===== config.mk =====
export PLATFORM = sky130hd
export DESIGN_NAME = sram_arbiter
export DESIGN_NICKNAME = d
export VERILOG_FILES = /design/src/rtl/sram_arb_pkg.sv /design/src/rtl/sram_rr_arbiter.sv /design/src/rtl/sram_arbiter.sv
export SDC_FILE = /design/constraint.sdc
export NUM_CORES = 1
export LEC_CHECK = 0
export CELL_PAD_IN_SITES_DETAIL_PLACEMENT = 1
export CELL_PAD_IN_SITES_GLOBAL_PLACEMENT = 1
export CORE_ASPECT_RATIO = 1.2
export CORE_UTILIZATION = 31
export CTS_CLUSTER_SIZE = 20
export DETAILED_ROUTE_END_ITERATION = 16
export PLACE_DENSITY_LB_ADDON = 0.1
export SLEW_MARGIN = 20
export SYNTH_ARGS = -nofsm -noshare
export SYNTH_HDL_FRONTEND = slang
export SYNTH_SLANG_ARGS = --single-unit

===== constraint.sdc =====
create_clock -name clk -period 1.9 [get_ports clk]
set_clock_uncertainty 0.05 [all_clocks]
set_input_delay 0.19 -clock clk [delete_from_list [all_inputs] [get_ports clk]]
set_output_delay 0.19 -clock clk [all_outputs]
set_load 0.1 [all_outputs]

===== src/rtl/sram_arb_pkg.sv =====
// Shared types and constants for the two-port asynchronous SRAM sequencer.
package sram_arb_pkg;

   typedef enum logic [1:0] {
      ST_IDLE   = 2'd0,
      ST_SETUP  = 2'd1,
      ST_ACCESS = 2'd2,
      ST_HOLD   = 2'd3
   } state_e;

   localparam logic PORT_CPU = 1'b0;
   localparam logic PORT_DMA = 1'b1;

   localparam int CNT_W = 4;

   // Strobe width clamps to 1..15; the down-counter starts at width-1 and ends on zero.
   function automatic logic [CNT_W-1:0] wait_load(input int wait_cyc);
      int w;
      w = (wait_cyc < 1) ? 1 : ((wait_cyc > 15) ? 15 : wait_cyc);
      return CNT_W'(w - 1);
   endfunction

endpackage


===== src/rtl/sram_rr_arbiter.sv =====
// Two-way round-robin grant; last_grant only advances when a grant is actually taken.
module sram_rr_arbiter
   import sram_arb_pkg::*;
(
   input  logic       clk,
   input  logic       reset_n,
   input  logic [1:0] req,
   input  logic       grant_en,
   output logic [1:0] grant,
   output logic       grant_idx
);

   logic last_grant_q;
   logic last_grant_d;

   always_comb begin
      grant_idx    = PORT_CPU;
      grant        = 2'b00;
      last_grant_d = last_grant_q;
      if (req == 2'b11) begin
         grant_idx = ~last_grant_q;
      end else if (req[1]) begin
         grant_idx = PORT_DMA;
      end
      if (grant_en && (req != 2'b00)) begin
         grant        = (grant_idx == PORT_DMA) ? 2'b10 : 2'b01;
         last_grant_d = grant_idx;
      end
   end

   always_ff @(posedge clk or negedge reset_n) begin
      if (!reset_n) begin
         last_grant_q <= PORT_DMA;
      end else begin
         last_grant_q <= last_grant_d;
      end
   end

endmodule


===== src/rtl/sram_arbiter.sv =====
// Sequencer for the external async 8-bit SRAM shared by the 6502 core and the loader DMA.
// All pin-side signals come straight from flops so strobes cannot glitch.
//
//   state     | meaning
//   ----------+----------------------------------------------------------
//   ST_IDLE   | chip deselected, pins released; arbitrate pending requests
//   ST_SETUP  | cen low, address (and write data) settling before the strobe
//   ST_ACCESS | wen or oen low for WAIT_CYC cycles; read data sampled at the end
//   ST_HOLD   | strobe released, cen and write data held; ack to the winner
module sram_arbiter
   import sram_arb_pkg::*;
#(
   parameter int AW       = 19,
   parameter int DW       = 8,
   parameter int WAIT_CYC = 2
) (
   input  logic            clk,
   input  logic            reset_n,
   input  logic [1:0]      req,
   input  logic [1:0]      we,
   input  logic [2*AW-1:0] addr,
   input  logic [2*DW-1:0] wdata,
   output logic [1:0]      ack,
   output logic [DW-1:0]   rdata,
   output logic [AW-1:0]   sram_addr,
   output logic [DW-1:0]   sram_dout,
   input  logic [DW-1:0]   sram_din,
   output logic            sram_oe,
   output logic            sram_cen,
   output logic            sram_wen,
   output logic            sram_oen
);

   localparam logic [CNT_W-1:0] WAIT_LOAD = wait_load(WAIT_CYC);

   state_e           state_q, state_d;
   logic [CNT_W-1:0] cnt_q, cnt_d;
   logic             win_q, win_d;
   logic             we_q, we_d;
   logic [AW-1:0]    sram_addr_q, sram_addr_d;
   logic [DW-1:0]    sram_dout_q, sram_dout_d;
   logic [DW-1:0]    rdata_q, rdata_d;
   logic [1:0]       ack_q, ack_d;
   logic             oe_q, oe_d;
   logic             cen_q, cen_d;
   logic             wen_q, wen_d;
   logic             oen_q, oen_d;

   logic [1:0] grant;
   logic       grant_idx;
   logic       grant_en;

   assign grant_en = (state_q == ST_IDLE);

   sram_rr_arbiter u_rr (
      .clk       (clk),
      .reset_n   (reset_n),
      .req       (req),
      .grant_en  (grant_en),
      .grant     (grant),
      .grant_idx (grant_idx)
   );

   always_comb begin
      state_d     = state_q;
      cnt_d       = cnt_q;
      win_d       = win_q;
      we_d        = we_q;
      sram_addr_d = sram_addr_q;
      sram_dout_d = sram_dout_q;
      rdata_d     = rdata_q;
      ack_d       = 2'b00;
      oe_d        = oe_q;
      cen_d       = cen_q;
      wen_d       = wen_q;
      oen_d       = oen_q;

      unique case (state_q)
         ST_IDLE: begin
            cen_d = 1'b1;
            wen_d = 1'b1;
            oen_d = 1'b1;
            oe_d  = 1'b0;
            if (grant != 2'b00) begin
               win_d       = grant_idx;
               we_d        = we[grant_idx];
               sram_addr_d = grant_idx ? addr[2*AW-1:AW] : addr[AW-1:0];
               if (we[grant_idx]) begin
                  sram_dout_d = grant_idx ? wdata[2*DW-1:DW] : wdata[DW-1:0];
               end
               cen_d   = 1'b0;
               oe_d    = we[grant_idx];
               state_d = ST_SETUP;
            end
         end
         ST_SETUP: begin
            cnt_d = WAIT_LOAD;
            if (we_q) begin
               wen_d = 1'b0;
            end else begin
               oen_d = 1'b0;
            end
            state_d = ST_ACCESS;
         end
         ST_ACCESS: begin
            if (cnt_q == '0) begin
               wen_d = 1'b1;
               oen_d = 1'b1;
               if (!we_q) begin
                  rdata_d = sram_din;
               end
               ack_d   = (win_q == PORT_DMA) ? 2'b10 : 2'b01;
               state_d = ST_HOLD;
            end else begin
               cnt_d = cnt_q - 1'b1;
            end
         end
         ST_HOLD: begin
            // Releasing oe together with cen gives the write-to-read turnaround its IDLE cycle.
            cen_d   = 1'b1;
            oe_d    = 1'b0;
            state_d = ST_IDLE;
         end
         default: begin
            state_d = ST_IDLE;
         end
      endcase
   end

   always_ff @(posedge clk or negedge reset_n) begin
      if (!reset_n) begin
         state_q     <= ST_IDLE;
         cnt_q       <= '0;
         win_q       <= PORT_CPU;
         we_q        <= 1'b0;
         sram_addr_q <= '0;
         sram_dout_q <= '0;
         rdata_q     <= '0;
         ack_q       <= 2'b00;
         oe_q        <= 1'b0;
         cen_q       <= 1'b1;
         wen_q       <= 1'b1;
         oen_q       <= 1'b1;
      end else begin
         state_q     <= state_d;
         cnt_q       <= cnt_d;
         win_q       <= win_d;
         we_q        <= we_d;
         sram_addr_q <= sram_addr_d;
         sram_dout_q <= sram_dout_d;
         rdata_q     <= rdata_d;
         ack_q       <= ack_d;
         oe_q        <= oe_d;
         cen_q       <= cen_d;
         wen_q       <= wen_d;
         oen_q       <= oen_d;
      end
   end

   assign ack       = ack_q;
   assign rdata     = rdata_q;
   assign sram_addr = sram_addr_q;
   assign sram_dout = sram_dout_q;
   assign sram_oe   = oe_q;
   assign sram_cen  = cen_q;
   assign sram_wen  = wen_q;
   assign sram_oen  = oen_q;

endmodule


# --- Word-level counts from Yosys, hierarchy flattened ---
# Index checks and enable logic that the tools add are counted.
op_classes:
  n_addsub: 1
  n_lt_le_gt_ge: 1
  eq_ne: 9
  mux: 25
  n_bitwise: 2
  n_reduce_logical: 15
op_table:
  columns: ["operator", "n"]
  rows:
  - ["$mux 19", 1]
  - ["$mux 2", 7]
  - ["$reduce_and 3->1", 4]
  - ["$ne 2x2->1 const B", 5]
  - ["$mux 1", 9]
  - ["$mux 8", 1]
  - ["$pmux 2 s4", 1]
  - ["$pmux 4 s2", 1]
  - ["$reduce_bool 2->1", 4]
  - ["$eq 2x2->1 const B", 3]
  - ["$pmux 1 s3", 2]
  - ["$reduce_and 2->1", 3]
  - ["$logic_not 4->1", 1]
  - ["$mux 4", 1]
  - ["$pmux 1 s2", 2]
  - ["$sub 4x1->4 const B", 1]
  - ["$reduce_bool 3->1", 1]
  - ["$eq 2x1->1 const B", 1]
  - ["$logic_not 2->1", 1]
  - ["$lt 1x2->1 const B", 1]
  - ["$not 1->1", 2]
  - ["$logic_and 1x1->1", 1]
totals:
  register_bits: 50
  input_bits: 68
  output_inout_bits: 41
  word_cells: 66

# --- Logic depth before layout (Yosys ltp) ---
logic_depth:
  depth_word: 7
  depth_mapped: 6
  mapped_depth_nobuf: 6

# --- Modules after synthesis ---
# A second synthesis with hierarchy kept.
hier_totals:
  hier_cells: 204
  area_unflattened_um2: 2419.8
modules_own_cells:
  columns: ["module", "n_inst", "cells_each", "area_per_inst_um2", "seq_area_each_um2"]
  rows:
  - ["sram_arbiter", 1, 197, 2353.5, 1229.9]
  - ["sram_rr_arbiter", 1, 7, 66.3, 26.3]

# --- Worst setup path after synthesis ---
# Ideal clock, no wire load.
synth_path:
  path_kind: "reg-to-reg"
  startpoint: "register cnt_q[0]"
  endpoint: "register rdata_q[0] (netlist: rdata[0])"
  setup_ps: 125
  t_arrival_ps: 1433
  required_ps: 1725
  path_slack_ps: 291
  path_stages_with_launch: 7
  path_buffers: 0
  period_less_slack_ps: 1609
  path_cell_list: "dfrtp_1 inv_1 ha_1 nor3b_2 nand2_1 nor2_4 mux2_2"
synth_via:
  elab_chain_len: 2
synth_lines:
  columns: ["element", "line_no", "text"]
  rows:
  - ["start: declaration", "sram_arbiter.sv:37", "logic [CNT_W-1:0] cnt_q, cnt_d;"]
  - ["start signal: assignment", "sram_arbiter.sv:146", "cnt_q <= cnt_d;"]
  - ["$logic_not 4->1", "sram_arbiter.sv:106", "if (cnt_q == '0) begin"]
  - ["$reduce_and 3->1 (no line)", null, null]
  - ["end signal: assignment", "sram_arbiter.sv:151", "rdata_q <= rdata_d;"]
  - ["end: declaration", "sram_arbiter.sv:42", "logic [DW-1:0] rdata_q, rdata_d;"]
# No other way between the ends.
# A chain may end at the register's enable or synchronous reset.

# --- Final worst setup path ---
layout_path:
  startpoint: "register cnt_q[1]"
  endpoint: "register rdata_q[2] (netlist: rdata[2])"
# The elaborated chain is that of the path after synthesis.

==> impl_metrics.py <==
metrics = {
    "routing": {
        "avgViaCountPerCell": 4.75,
        "detail_route.wl_per_cell_um": 13.9,
        "drc": 0,
        "detail-route-antenna-nets": 0,
        "dr_total_vias": 1932,
        "totalWireLength_um": 5670,
        "initialDrtViolationCount": 28,
        "drt_pre_antenna_iters": 2,
    },
    "synth": {
        "synth_seq_area_share_pct": 53.9,
        "synth-seq-cells": 50,
        "syn_area_um2": 2330,
        "syn-mean-instance-area_um2": 11.5,
        "netlist-cell-type-count": 30,
        "synthCells": 202,
        "synthesis.nets": 276,
        "yosysWarnings": 0,
    },
    "placed_design": {
        "place_hpwl_um": 4270,
        "place.port_buffers": 108,
        "routabilityCongestion": 0.688,
        "detailed_place.area_um2": 3490,
    },
    "clock_tree": {
        "cts_made_buffers": 5,
        "clock_latency_ps": 300,
        "maximum_buffer_depth_of_the_clock_tree": 2,
        "clk_transition_reported_paths_ps": 90,
        "cts_setup_buffers": 0,
        "tritoncts": "yes",
        "cts_resized": 0,
        "cts_root_buf": "sky130_fd_sc_hd__clkbuf_8",
        "cts_hold_buf": 1,
        "h-tree-depth": 2,
        "numClockSinks": 50,
    },
    "critical_path": {
        "worst-endpoint-arrival_ps": 1870,
        "critical_path_data_required_time_ps": 2040,
        "path_max_fanout": 8,
        "critPathSlowestCell": "sky130_fd_sc_hd__dfrtp_1",
        "max_stage_delay_on_crit_path_ps": 400,
        "r2r.worst_path.cells": 6,
        "worst_setup_path_start_kind": "flop",
        "cp_cell_sequence": "inv_1, ha_1, nor3b_2, nand2_1, nor2_4, mux2_2",
        "reg2reg_to": "rdata[2]$_DFFE_PN0P_",
        "r2r_start": "cnt_q[1]$_DFFE_PN0P_",
        "reg2reg_slack_ps": 170,
        "worstSetupStartpoint": "cnt_q[1]$_DFFE_PN0P_",
        "worst_setup_path_end_kind": "flop",
        "worst-setup-path-type": "flop to flop",
    },
    "layout": {
        "fill_cells": 811,
        "final_core_occ_pct": 49.6,
        "post_route_cells_drive_above_1_share_pct": 25.2,
        "layout.cells.most_common_list": "sky130_fd_sc_hd__clkdlybuf4s50_1, sky130_fd_sc_hd__dfrtp_1, sky130_fd_sc_hd__buf_4",
        "design_area_um2": 3610,
        "mostFrequentLayoutCell": "sky130_fd_sc_hd__clkdlybuf4s50_1",
        "finalNetCount": 390,
        "antenna_cells": 0,
        "synthToLayoutAreaGrowth_pct": 54.8,
    },
    "floorplanning": {
        "boundaryPins": 109,
        "initial_utilization_pct": 32.0,
        "floorplan.die_area_um2": 7870,
        "placementRows": 34,
        "die-width_um": 81.1,
        "die_h_um": 97.0,
        "core_area_um2": 7270,
    },
    "timing": {
        "setup_repair_after_global_routing_missed_its_margin": "no",
        "finalHoldViolCount": 0,
        "worst_slew_pin_slew_ps": 428,
        "final-setup-viol-count": 0,
        "period_share_pct": 91.1,
        "timing.slew.headroom_pct": 71.5,
        "fmax_mhz": 578,
        "setup_total_negative_slack_ps": 0,
        "finalCriticalPeriod_ps": 1730,
        "finalMaxSlewViolations": 0,
    },
    "min_path": {
        "holdCritPathClass": "input port to asynchronous set/reset pin",
    },
    "job": {
        "drv.max_cap_violation_count": 0,
    },
    "grt": {
        "wire_length_of_the_first_global_routing_pass_um": 9340,
        "grt_antenna_before_repair": 0,
        "first_global_vias": 1994,
        "grt_max_degree": 51,
        "globalRoute.totalOverflow": 0,
        "track_usage_pct": 15.4,
    },
    "run_status": {
        "run_status": "finished, final reports clean",
    },
}
metrics by stage:
step           setup WS, ps  hold WS, ps  cells
3_5_place_dp            116          156    398
6_report                170          352    407
5_1_grt                24.7          374    407
2_1_floorplan           291         -156    202
4_1_cts                 140          364    407
3_3_place_gp            175          159    398
routing by layer:
| metal | global-route usage (%) | wire, um | vias to the layer above |
|---|---|---|---|
| met5 | 0 | 0 | - |
| met4 | 4.53 | 54 | 0 |
| met3 | 4.72 | 419 | 4 |
| met2 | 25.7 | 2840 | 71 |
| met1 | 18.8 | 2360 | 918 |
| li1 | - | - | 939 |
synthesized netlist by cell type:
library cell | instances | area [um^2]
sky130_fd_sc_hd__dfrtp_1 | 46 | 1150
sky130_fd_sc_hd__mux2i_1 | 29 | 290
sky130_fd_sc_hd__nand2_1 | 24 | 90.1
sky130_fd_sc_hd__a21oi_1 | 13 | 65.1
sky130_fd_sc_hd__o21ai_0 | 13 | 65.1
sky130_fd_sc_hd__mux2_2 | 12 | 135
sky130_fd_sc_hd__o21ai_1 | 9 | 45.0
sky130_fd_sc_hd__a31oi_1 | 8 | 50.1
sky130_fd_sc_hd__ha_1 | 6 | 75.1
sky130_fd_sc_hd__inv_1 | 5 | 18.8
sky130_fd_sc_hd__clkbuf_1 | 4 | 15.0
sky130_fd_sc_hd__dfstp_2 | 4 | 105
sky130_fd_sc_hd__buf_6 | 3 | 33.8
sky130_fd_sc_hd__nand2b_1 | 3 | 18.8
sky130_fd_sc_hd__nor2_1 | 3 | 11.3
sky130_fd_sc_hd__a22o_1 | 2 | 17.5
sky130_fd_sc_hd__buf_2 | 2 | 10.0
sky130_fd_sc_hd__buf_4 | 2 | 15.0
sky130_fd_sc_hd__nor2b_1 | 2 | 12.5
sky130_fd_sc_hd__nor3_1 | 2 | 10.0
sky130_fd_sc_hd__a211oi_1 | 1 | 7.51
sky130_fd_sc_hd__a21boi_4 | 1 | 18.8
sky130_fd_sc_hd__a32o_1 | 1 | 10.0
sky130_fd_sc_hd__and3_1 | 1 | 6.26
sky130_fd_sc_hd__nor2_4 | 1 | 11.3
sky130_fd_sc_hd__nor3b_2 | 1 | 12.5
sky130_fd_sc_hd__nor4_1 | 1 | 6.26
sky130_fd_sc_hd__o21a_1 | 1 | 7.51
sky130_fd_sc_hd__o2bb2ai_1 | 1 | 8.76
sky130_fd_sc_hd__or2_2 | 1 | 6.26
final cells by class:
type	instances	area, um^2	share of cell area (%)
timing repair buffer	118	1130	31.2
multi-input combinational	136	985	27.3
clock inverter	3	40.0	1.11
clock buffer	5	68.8	1.91
inverter	5	18.8	0.520
tap	90	113	3.12
sequential	50	1260	34.8
worst max-delay path by stage:
stage,to,slack [ps],cells past startpoint
after floorplan,rdata[0]$_DFFE_PN0P_,290,6
after global placement,sram_addr[14]$_DFFE_PN0P_,170,5
after detailed placement,sram_dout[0]$_DFFE_PN0P_,120,6
after CTS,rdata[4]$_DFFE_PN0P_,140,6
after global routing,rdata[6]$_DFFE_PN0P_,20,6
final,rdata[2]$_DFFE_PN0P_,170,6
critical path, delay by kind of cell, from the launching register on:
kind	cells	cell delay (ps)
simple gates	3	590
flops	1	400
mux	1	370
fa+ha+maj	1	130
buf+inv	1	80
cell families (layout without fill, tap and decap cells):
| group | after synthesis | in the layout | share of synthesized area, % |
|---|---|---|---|
| fa+ha+maj | 6 | 6 | 3.22 |
| compound gates | 50 | 50 | 12.7 |
| simple gates | 39 | 39 | 7.95 |
| flops | 50 | 50 | 53.9 |
| mux | 41 | 41 | 18.3 |
| buf+inv | 16 | 131 | 3.97 |
registers in the layout, indices dropped and copies added (netlist names):
| register | flops |
|---|---|
| cnt_q | 4 |
| sram_wen | 1 |
| sram_oen | 1 |
| win_q | 1 |
| ack | 2 |
| state_q | 2 |
| sram_cen | 1 |
| u_rr.last_grant_q | 1 |
| sram_addr | 19 |
| we_q | 1 |
| rdata | 8 |
| sram_dout | 8 |
| sram_oe | 1 |
Power is not shown: default switching activity piles up to over one toggle a cycle in this logic, so the estimate is an artifact.
